--- src/rtl/arbitro_botones.sv ---
// Button arbiter: short/long press detection per button, round-robin merge into an event FIFO.
// Optional auto-repeat of long events while held: define BOTON_REPEAT_EN.
module arbitro_botones #(
    parameter int N_BTN       = 4,
    parameter int LONG_TIME   = 25000000,
    parameter int REPEAT_TIME = 12500000,
    parameter int FIFO_DEPTH  = 4
) (
    input  logic                     clk,
    input  logic                     reset,
    input  logic [N_BTN-1:0]         btn_in,
    input  logic                     evt_ready,
    input  logic                     clr_overflow,
    output logic                     evt_valid,
    output logic [$clog2(N_BTN)-1:0] evt_id,
    output logic                     evt_long,
    output logic                     overflow,
    output logic                     busy
);
    localparam int IW = $clog2(N_BTN);
    localparam int CW = $clog2(LONG_TIME + 1);
    localparam int AW = $clog2(FIFO_DEPTH);
    localparam logic [CW-1:0] CNT_MAX  = CW'(LONG_TIME);
    localparam logic [CW-1:0] CNT_LONG = CW'(LONG_TIME - 2);
    localparam logic [AW:0]   DEPTH_C  = (AW + 1)'(FIFO_DEPTH);

    if (N_BTN < 2 || N_BTN > 8 || LONG_TIME < 2 || REPEAT_TIME < 1 ||
        FIFO_DEPTH < 2 || (FIFO_DEPTH & (FIFO_DEPTH - 1)) != 0) begin : g_bad_cfg
        $error("arbitro_botones: unsupported parameter set");
    end

    logic [N_BTN-1:0] prev_q, prev_d, armed_q, armed_d, long_done_q, long_done_d;
    logic [N_BTN-1:0] short_pend_q, short_pend_d, long_pend_q, long_pend_d;
    logic [CW-1:0]    cnt_q [N_BTN];
    logic [CW-1:0]    cnt_d [N_BTN];
`ifdef BOTON_REPEAT_EN
    localparam int RW = $clog2(REPEAT_TIME + 1);
    localparam logic [RW-1:0] REP_LAST = RW'(REPEAT_TIME - 1);
    logic [RW-1:0]    rep_q [N_BTN];
    logic [RW-1:0]    rep_d [N_BTN];
`endif
    logic [IW-1:0]    last_grant_q, last_grant_d;
    logic [IW:0]      mem_q [FIFO_DEPTH];
    logic [IW:0]      mem_d [FIFO_DEPTH];
    logic [AW-1:0]    wr_ptr_q, wr_ptr_d, rd_ptr_q, rd_ptr_d;
    logic [AW:0]      mem_cnt_q, mem_cnt_d;
    logic             evt_valid_q, evt_valid_d, evt_long_q, evt_long_d;
    logic [IW-1:0]    evt_id_q, evt_id_d;
    logic             overflow_q, overflow_d, busy_q, busy_d;

    logic             pop_s, load_s, full_s, push_s, drop_s;
    logic             gnt_found_s, gnt_long_s;
    logic [IW-1:0]    gnt_idx_s, cand_s;
    logic             set_short_s, set_long_s, clr_short_s, clr_long_s;

    function automatic logic [IW-1:0] rr_idx(input logic [IW-1:0] base, input int k);
        int t;
        t = int'(base) + k;
        if (t >= N_BTN) begin
            t = t - N_BTN;
        end else begin
            t = t;
        end
        return t[IW-1:0];
    endfunction

    // Round-robin pick of one pending event, starting after the last granted button
    always_comb begin
        gnt_found_s = 1'b0;
        gnt_idx_s   = '0;
        gnt_long_s  = 1'b0;
        cand_s      = '0;
        for (int k = 1; k <= N_BTN; k++) begin
            cand_s = rr_idx(last_grant_q, k);
            if (!gnt_found_s && (long_pend_q[cand_s] || short_pend_q[cand_s])) begin
                gnt_found_s = 1'b1;
                gnt_idx_s   = cand_s;
                gnt_long_s  = long_pend_q[cand_s];
            end else begin
                gnt_found_s = gnt_found_s;
            end
        end
    end

    // FIFO bookkeeping; the head slot is the registered output stage and counts toward occupancy
    always_comb begin
        pop_s     = evt_valid_q & evt_ready;
        full_s    = (mem_cnt_q + {{AW{1'b0}}, evt_valid_q}) == DEPTH_C;
        push_s    = gnt_found_s & (~full_s | pop_s);
        load_s    = (~evt_valid_q | pop_s) & (mem_cnt_q != '0);
        mem_d     = mem_q;
        wr_ptr_d  = wr_ptr_q;
        rd_ptr_d  = rd_ptr_q;
        if (push_s) begin
            mem_d[wr_ptr_q] = {gnt_idx_s, gnt_long_s};
            wr_ptr_d        = wr_ptr_q + AW'(1);
        end else begin
            wr_ptr_d = wr_ptr_q;
        end
        mem_cnt_d = mem_cnt_q + {{AW{1'b0}}, push_s} - {{AW{1'b0}}, load_s};
        evt_id_d  = evt_id_q;
        evt_long_d = evt_long_q;
        if (load_s) begin
            evt_valid_d = 1'b1;
            {evt_id_d, evt_long_d} = mem_q[rd_ptr_q];
            rd_ptr_d    = rd_ptr_q + AW'(1);
        end else if (pop_s) begin
            evt_valid_d = 1'b0;
        end else begin
            evt_valid_d = evt_valid_q;
        end
        last_grant_d = push_s ? gnt_idx_s : last_grant_q;
        busy_d       = |btn_in;
    end

    // Per-button press timing and pending-event bookkeeping
    always_comb begin
        prev_d       = btn_in;
        armed_d      = armed_q;
        long_done_d  = long_done_q;
        short_pend_d = short_pend_q;
        long_pend_d  = long_pend_q;
        cnt_d        = cnt_q;
`ifdef BOTON_REPEAT_EN
        rep_d        = rep_q;
`endif
        drop_s       = 1'b0;
        set_short_s  = 1'b0;
        set_long_s   = 1'b0;
        clr_short_s  = 1'b0;
        clr_long_s   = 1'b0;
        for (int i = 0; i < N_BTN; i++) begin
            set_short_s = 1'b0;
            set_long_s  = 1'b0;
            if (btn_in[i] && !prev_q[i]) begin
                cnt_d[i]       = '0;
                armed_d[i]     = 1'b1;
                long_done_d[i] = 1'b0;
`ifdef BOTON_REPEAT_EN
                rep_d[i]       = '0;
`endif
            end else if (btn_in[i] && armed_q[i]) begin
                if (cnt_q[i] != CNT_MAX) begin
                    cnt_d[i] = cnt_q[i] + CW'(1);
                end else begin
                    cnt_d[i] = cnt_q[i];
                end
                if (!long_done_q[i]) begin
                    // Fires on the hold cycle where the counter reaches LONG_TIME-1
                    if (cnt_q[i] == CNT_LONG) begin
                        set_long_s     = 1'b1;
                        long_done_d[i] = 1'b1;
`ifdef BOTON_REPEAT_EN
                        rep_d[i]       = '0;
`endif
                    end else begin
                        set_long_s = 1'b0;
                    end
                end else begin
`ifdef BOTON_REPEAT_EN
                    if (rep_q[i] == REP_LAST) begin
                        set_long_s = 1'b1;
                        rep_d[i]   = '0;
                    end else begin
                        rep_d[i]   = rep_q[i] + RW'(1);
                    end
`else
                    set_long_s = 1'b0;
`endif
                end
            end else if (!btn_in[i] && prev_q[i]) begin
                armed_d[i]  = 1'b0;
                set_short_s = armed_q[i] & ~long_done_q[i];
            end else begin
                armed_d[i] = armed_q[i];
            end
            clr_long_s  = push_s &  gnt_long_s & (gnt_idx_s == IW'(i));
            clr_short_s = push_s & ~gnt_long_s & (gnt_idx_s == IW'(i));
            drop_s = drop_s | (set_long_s  & long_pend_q[i]  & ~clr_long_s)
                            | (set_short_s & short_pend_q[i] & ~clr_short_s);
            long_pend_d[i]  = set_long_s  | (long_pend_q[i]  & ~clr_long_s);
            short_pend_d[i] = set_short_s | (short_pend_q[i] & ~clr_short_s);
        end
        overflow_d = drop_s | (overflow_q & ~clr_overflow);
    end

    // State registers; previous levels reset high so a button held through reset stays silent
    always_ff @(posedge clk or posedge reset) begin
        if (reset) begin
            prev_q       <= '1;
            armed_q      <= '0;
            long_done_q  <= '0;
            short_pend_q <= '0;
            long_pend_q  <= '0;
            cnt_q        <= '{default: '0};
`ifdef BOTON_REPEAT_EN
            rep_q        <= '{default: '0};
`endif
            last_grant_q <= IW'(N_BTN - 1);
            mem_q        <= '{default: '0};
            wr_ptr_q     <= '0;
            rd_ptr_q     <= '0;
            mem_cnt_q    <= '0;
            evt_valid_q  <= 1'b0;
            evt_id_q     <= '0;
            evt_long_q   <= 1'b0;
            overflow_q   <= 1'b0;
            busy_q       <= 1'b0;
        end else begin
            prev_q       <= prev_d;
            armed_q      <= armed_d;
            long_done_q  <= long_done_d;
            short_pend_q <= short_pend_d;
            long_pend_q  <= long_pend_d;
            cnt_q        <= cnt_d;
`ifdef BOTON_REPEAT_EN
            rep_q        <= rep_d;
`endif
            last_grant_q <= last_grant_d;
            mem_q        <= mem_d;
            wr_ptr_q     <= wr_ptr_d;
            rd_ptr_q     <= rd_ptr_d;
            mem_cnt_q    <= mem_cnt_d;
            evt_valid_q  <= evt_valid_d;
            evt_id_q     <= evt_id_d;
            evt_long_q   <= evt_long_d;
            overflow_q   <= overflow_d;
            busy_q       <= busy_d;
        end
    end

    assign evt_valid = evt_valid_q;
    assign evt_id    = evt_id_q;
    assign evt_long  = evt_long_q;
    assign overflow  = overflow_q;
    assign busy      = busy_q;
endmodule

--- config.mk ---
export PLATFORM = sky130hd
export DESIGN_NAME = arbitro_botones
export DESIGN_NICKNAME = d
export VERILOG_FILES = /design/src/rtl/arbitro_botones.sv
export SDC_FILE = /design/constraint.sdc
export NUM_CORES = 1
export LEC_CHECK = 0
export BUFFER_PORTS_ARGS = -buffer_cell sky130_fd_sc_hd__clkbuf_2
export CAP_MARGIN = 20
export CORE_ASPECT_RATIO = 2
export CORE_UTILIZATION = 63
export DETAILED_ROUTE_END_ITERATION = 8
export GPL_TIMING_DRIVEN = 0
export HOLD_SLACK_MARGIN = 0.02
export MAX_ROUTING_LAYER = met4
export PLACE_DENSITY = 0.8
export SETUP_SLACK_MARGIN = 0.2
export SYNTH_ARGS = -nofsm -noshare
export SYNTH_HDL_FRONTEND = slang
export SYNTH_SLANG_ARGS = --single-unit
--- constraint.sdc ---
create_clock -name clk -period 6.9 [get_ports clk]
set_clock_uncertainty 0.1 [all_clocks]
set_input_delay 1.38 -clock clk [delete_from_list [all_inputs] [get_ports clk]]
set_output_delay 1.38 -clock clk [all_outputs]
set_load 0.005 [all_outputs]
# ---- Word-level counts from Yosys, hierarchy flattened
# Index checks and enable logic that the tools add are counted.
dict set report word_totals {
  ff_bits 147
  out_inout_bits 6
}
dict set report classes {
  eq_ne 16
  n_lt_le_gt_ge 11
  addsub 17
  bitwise 78
  muxes 104
  reduce_logical 55
}
# cell n
set ops {}
lappend ops {{25-bit 2-to-1 mux} 12}
lappend ops {{25-bit by 1-bit adder with 25-bit output (second input constant)} 4}
lappend ops {{25-bit == test (second input constant)} 4}
lappend ops {{25-bit inequality test (second input constant)} 4}
lappend ops {{1-bit 2-to-1 mux} 70}
lappend ops {{1-bit bitwise AND} 42}
lappend ops {{2-bit nonzero test} 13}
lappend ops {{1-bit bitwise OR} 18}
lappend ops {{1-bit binary-select mux with 2-bit select} 8}
lappend ops {{1-bit logical AND} 16}
lappend ops {{2-bit 2-to-1 mux} 8}
lappend ops {{1-bit inverter} 16}
lappend ops {{2-bit AND reduction} 8}
lappend ops {{3-bit >= comparator (second input constant)} 5}
lappend ops {{12-bit bitwise mux} 1}
lappend ops {{2-bit by 3-bit < comparator with 1-bit output (second input constant)} 4}
lappend ops {{1-bit zero test} 11}
lappend ops {{3-bit 2-to-1 mux} 3}
lappend ops {{2-bit inequality test (second input constant)} 4}
lappend ops {{2-bit by 1-bit subtractor with 2-bit output (second input constant)} 4}
lappend ops {{2-bit by 2-bit adder with 3-bit output (second input constant)} 2}
lappend ops {{3-bit by 1-bit adder with 3-bit output} 2}
lappend ops {{3-bit binary-select mux with 2-bit select} 1}
lappend ops {{3-bit demux with 2-bit select} 1}
lappend ops {{14 further kinds} 20}

# ---- Longest topological paths before layout
dict set report logic_depth {
  ltp_word 29
  ltp_mapped 12
}

# ---- Worst setup path before layout
# OpenSTA, ideal clock, no wires.
dict set report synth_timing {
  path_type {input to register}
  start {input evt_ready}
  end {register mem_cnt_q[2]}
  path_slack_ns 3.727
  setup_ns 0.123
  required_time_ns 6.677
  stages 10
  arrival_ns 2.950
  cell_sequence {a211oi_1 -> a22oi_1 -> inv_1 -> ha_1 -> inv_1 -> ha_1 -> inv_1 -> fa_1 -> xnor2_1 -> xnor2_1}
}
dict set report synth_between {
  elab_chain_len 5
  elab_cells_between_ends 7
}
# item line_no
set synth_rtl {}
lappend synth_rtl {{start: declaration} 12} ;# input logic evt_ready,
lappend synth_rtl {{1-bit bitwise AND (*)} 87} ;# pop_s = evt_valid_q & evt_ready;
lappend synth_rtl {{1-bit bitwise OR} 89} ;# push_s = gnt_found_s & (~full_s | pop_s);
lappend synth_rtl {{1-bit bitwise AND} 89}
lappend synth_rtl {{3-bit by 1-bit adder with 3-bit output} 100} ;# mem_cnt_d = mem_cnt_q + {{AW{1'b0}}, push_s} - {{AW{1'b0}}, load_s};
lappend synth_rtl {{3-bit by 1-bit subtractor with 3-bit output (*)} 100}
lappend synth_rtl {{named net mem_cnt_d[2]} 46} ;# logic [AW:0] mem_cnt_q, mem_cnt_d;
lappend synth_rtl {{end signal: assignment} 223} ;# mem_cnt_q <= mem_cnt_d;
lappend synth_rtl {{end: declaration} 46}
# Mark *: on every way through the listed nets, which the timed path passes. The rest lies on a longest branch.
# A chain may end at the register's enable or synchronous reset.

# ---- Final worst setup path
dict set report layout_timing {
  start {input btn_in[2]}
  end {register cnt_q[49] in the netlist's numbering}
}
dict set report layout_between {
  elab_chain_len 3
  elab_cells_between_ends 6
}
# item line_no
set layout_rtl {}
lappend layout_rtl {{start: declaration} 11} ;# input logic [N_BTN-1:0] btn_in,
lappend layout_rtl {{1-bit logical AND (on tied branches)} {135, 142}}
lappend layout_rtl {{2-bit nonzero test (no source line)} -}
lappend layout_rtl {{2-bit AND reduction (no source line)} -}
lappend layout_rtl {{end signal: assignment} 215} ;# cnt_q <= cnt_d;
lappend layout_rtl {{end: declaration} 34} ;# logic [CW-1:0] cnt_q [N_BTN];
# Several ways; a longest one is shown, not always the timed one.

==> results summary <==
The cts-stage hold buffer count is 0. The number of buffer cells added on primary ports came out at 13. The standard cell area after detailed placement came out at 8588 um2. The number of iterations in the first detailed-routing pass came out at 5. The number of cells on the worst hold path came out at 2. The slowest stage of the critical path belongs to the cell nor4_2.

Together, buffers and inverters on the worst path number 3. The initial antenna violation count came out at 0. Based on the critical path, the design can be clocked at up to 281.5 MHz. The later-pin clock latency in the skew report is 420 ps. The area of the die came out at 13670 um2. The Yosys step of the flow raised 0 warnings. The worst path uses 51.48% of the clock period. The top cell type by area accounts for 42.51% of the synthesized area. The worst setup path is launched from an input port. The count of final setup violators came out at 0. The placed wire-length estimate after detailed placement is 12580 um. The clock-pin transition on the worst setup and hold timing paths is 60 ps. Synthesis instantiated 76 different standard cells from the library. In this run the critical register-to-register path is launched from evt_valid.

In this run the critical register-to-register path is captured at overflow. The via-per-instance ratio is 6.191. After floorplanning, the core was divided into 59 placement rows. On the critical path the largest part of the delay comes from simple AND/OR/NAND/NOR gates. The power per standard cell area is 317.6 nW/um2. The fraction of layout instances using a drive strength above 1 came out at 12.11%. The total negative setup slack came out at 0 ps. Walking the worst path, the cells encountered are clkbuf_2 > ha_1 > clkbuf_1 > inv_1 > nand2_1 > nand4_1 > nor4_2 > nand3_1 > xor2_1 > nor2_1. The count of flip-flops with a built-in enable after synthesis came out at 0. The remaining antenna violation count came out at 0. The antenna diode count is 0. By area the synthesized netlist is led by dfrtp_1 43%, xor2_1 5.9%, nor2_1 4.4%. The tightest min-delay check is of the reg2reg type. In the final routed layout, each cell accounts on average for 16.93 um.

The path with the worst hold slack has its endpoint at mem_q[11]. The slew at the pin closest to its max-slew limit is 605.8 ps. Counting cells, the worst reg-to-reg path comes to 9. The initial core utilization came out at 64.25%. In the final design database the tool counted 918 nets. The startpoint identified for the worst hold timing path is mem_q[11]. The sequential cell area is 3686 um2. The number of buffers inserted during clock tree synthesis came out at 17. The hold violation total from the final report is 0.

Entering global routing, the biggest net connects 105 pins. For this run, the slowest stage of the critical path takes 600 ps. The detailed router's first-iteration violation count is 352.

The instance count of the mapped netlist is 848. In the synthesized netlist the dominant register cell turns out to be dfrtp_1. The area used by multi-input combinational logic came out at 4270 um2. TritonCTS built the clock tree. The post-synthesis instance area is 8300 um2. The total via count after detailed routing came out at 6463. The total nets after synthesis came out at 885.

Once the clock tree was built, the setup fixing pass inserted 0 buffers. The number of primary I/O pins came out at 14. The leading area contributor after synthesis is dfrtp_1. The clock tree buffer depth is 2.

The leakage power figure came out at 0.003996 uW. The level count of the clock H-tree is 4. The worst slew slack as a fraction of its limit is 59.28%. The via count of the first global-routing pass came out at 6706. The kind of critical path is in2reg. VDD sags by at most 0.3237 mV. Of all nets on the critical path, the largest fanout is 10.

The die is 83.17 um wide. After synthesis the netlist holds a flip-flop and latch count of 147. The endpoint arrival time on the critical path came out at 3740 ps. Setup repair after global routing left no endpoint under its margin. Counting tap cells, the placed design contains a total of 1014 instances. After clock tree synthesis, the repair step resized 0 gates.

The floorplan core area is 12920 um2. The routability congestion estimate from global placement is 0.9435. The first global-routing pass estimated 30430 um of wire. The final standard cell area without fillers came out at 9155 um2. The mean cell area of the mapped netlist came out at 9.788 um2. The clock period minus final worst setup slack came out at 3552 ps. The area overhead of the layout relative to synthesis is 10.30%.

Summed over all layers, the routed wires come to 17670 um. The number of sinks driven by the clock tree came out at 147. The number of standard cells in the final layout excluding fillers came out at 1044.

The sequential cell area fraction in the yosys report came out at 44.41%. The worst setup path is captured at a flip-flop. The height of the chip is 164.3 um. The max-slew violation count is 0.

The proportion of synthesized flip-flops having asynchronous set or reset came out at 100.0%. The flow ran to the end, and the final reports show no timing, DRC or antenna violations. STA puts the critical path data required time at 7090 ps. For this run, the total global-route usage over all layers was measured as 28.46%. The overall overflow remaining after global route came out at 0. The worst setup slack for register-to-register paths came out at 3890 ps. The number of max-cap violations came out at 0.

The total power consumption of the routed design is 2907 uW. In the routed design, unresolved DRC markers number 0. The layout filler cell count is 924.

The buffer type at the clock tree root is clkbuf_16.
## tightest hold or removal path: stages (launching register included)
cell	delay (ps)
dfrtp_1	340
nand2_1	50
o21ai_0	60
## metal layers
metal	part of all wire (%)	global-route usage [%]	vias up
li1	-	-	3074
met1	38	29.34	3196
met2	56	52.68	141
met3	2.5	4.271	52
met4	3.3	13.17	0
met5	0	-	-
## where the power goes
group | leakage [uW] | internal [uW] | switching [uW]
registers | 0.00197 | 977 | 84.8
logic | 0.00176 | 404 | 550
clock network | 0.000270 | 544 | 349
total | 0.00400 | 1920 | 983
## area by class of cell
type                            instances  share of cell area (%)
Tap cell                              152                   2.077
Clock buffer                           20                   4.988
Buffer                                 35                   1.790
Multi-Input combinational cell        618                   46.64
Sequential cell                       147                   40.26
Timing Repair Buffer                   14                   1.011
Clock inverter                         10                   1.203
Inverter                               48                   2.023
## worst max path at each step
stage	start	endpoint	slack, ps	depth (start not counted)
floorplan	reset	armed_q[0]	1480	1
global placement	reset	cnt_q[12]	50	2
detailed placement	btn_in[2]	cnt_q[49]	2960	10
CTS	btn_in[2]	cnt_q[49]	3390	10
global route	btn_in[2]	cnt_q[47]	3020	10
finish	btn_in[2]	cnt_q[49]	3350	10
## synthesized netlist by cell type, types with 7 or more instances
library cell,number
a21oi_1,34
and3_1,13
and4_1,9
buf_2,7
clkbuf_1,21
dfrtp_1,141
ha_1,28
inv_1,48
mux2_2,14
mux4_2,7
nand2_1,66
nand3_1,41
nand4_1,42
nor2_1,98
nor3_1,9
nor4_1,14
o21ai_0,43
or3_1,23
xnor2_1,20
xor2_1,56
## logic make-up after synthesis
group                      after synthesis  share of synthesized area [%]
and+or+nand+nor                        367                          23.74
muxes                                   28                          5.231
AOI/OAI and AO/OA                      118                          9.994
DFF                                    147                          44.41
xor gates and xnor gates                76                          8.019
buffers and inverters                   83                          4.145
adders and majority gates               29                          4.462
## through the flow
stage	worst slack (ps)	util, %	hold slack, ps
CTS	3387	70.87	389.0
detailed placement	2964	66.48	375.9
finish	3348	70.87	393.4
global route	3019	70.87	419.1
floorplan	1479	-	344.6
global placement	49.90	66.23	358.0
## flip-flops by register name, summed over array words and instances, names as in the netlist
register / cells
evt_valid: 1
short_pend_q: 4
armed_q: 4
evt_long: 1
busy: 1
rd_ptr_q: 2
long_done_q: 4
prev_q: 4
mem_q: 12
long_pend_q: 4
wr_ptr_q: 2
mem_cnt_q: 3
evt_id: 2
cnt_q: 100
last_grant_q: 2
overflow: 1
## cell usage in the layout, fill, tap and decap left out, types with 3 or more instances in the layout
cell        count
mux2_2         14
a2111oi_4       3
dfrtp_1       141
buf_2           7
mux4_2          7
mux4_1          3
nand2_1        66
clkbuf_1       22
clkinvlp_4      4
xnor2_1        20
or2_2           3
ha_1           28
or3_1          23
and4_1          9
mux2i_1         4
dfstp_2         6
nand4_1        42
nor4b_1         6
o21ai_0        43
a21oi_1        34
nor4_1         14
xor2_1         56
a22o_1          3
and3_1         13
o31ai_1         4
nand3b_1        4
inv_1          47
and2_1          6
nor2_1         98
nor3_1          9
clkinv_2        4
or4_1           5
a21o_1          3
nand3_1        41
clkbuf_2       14
clkbuf_16      17
and4b_1         3
nor3b_1         4
(Power assumes the default switching activity.)
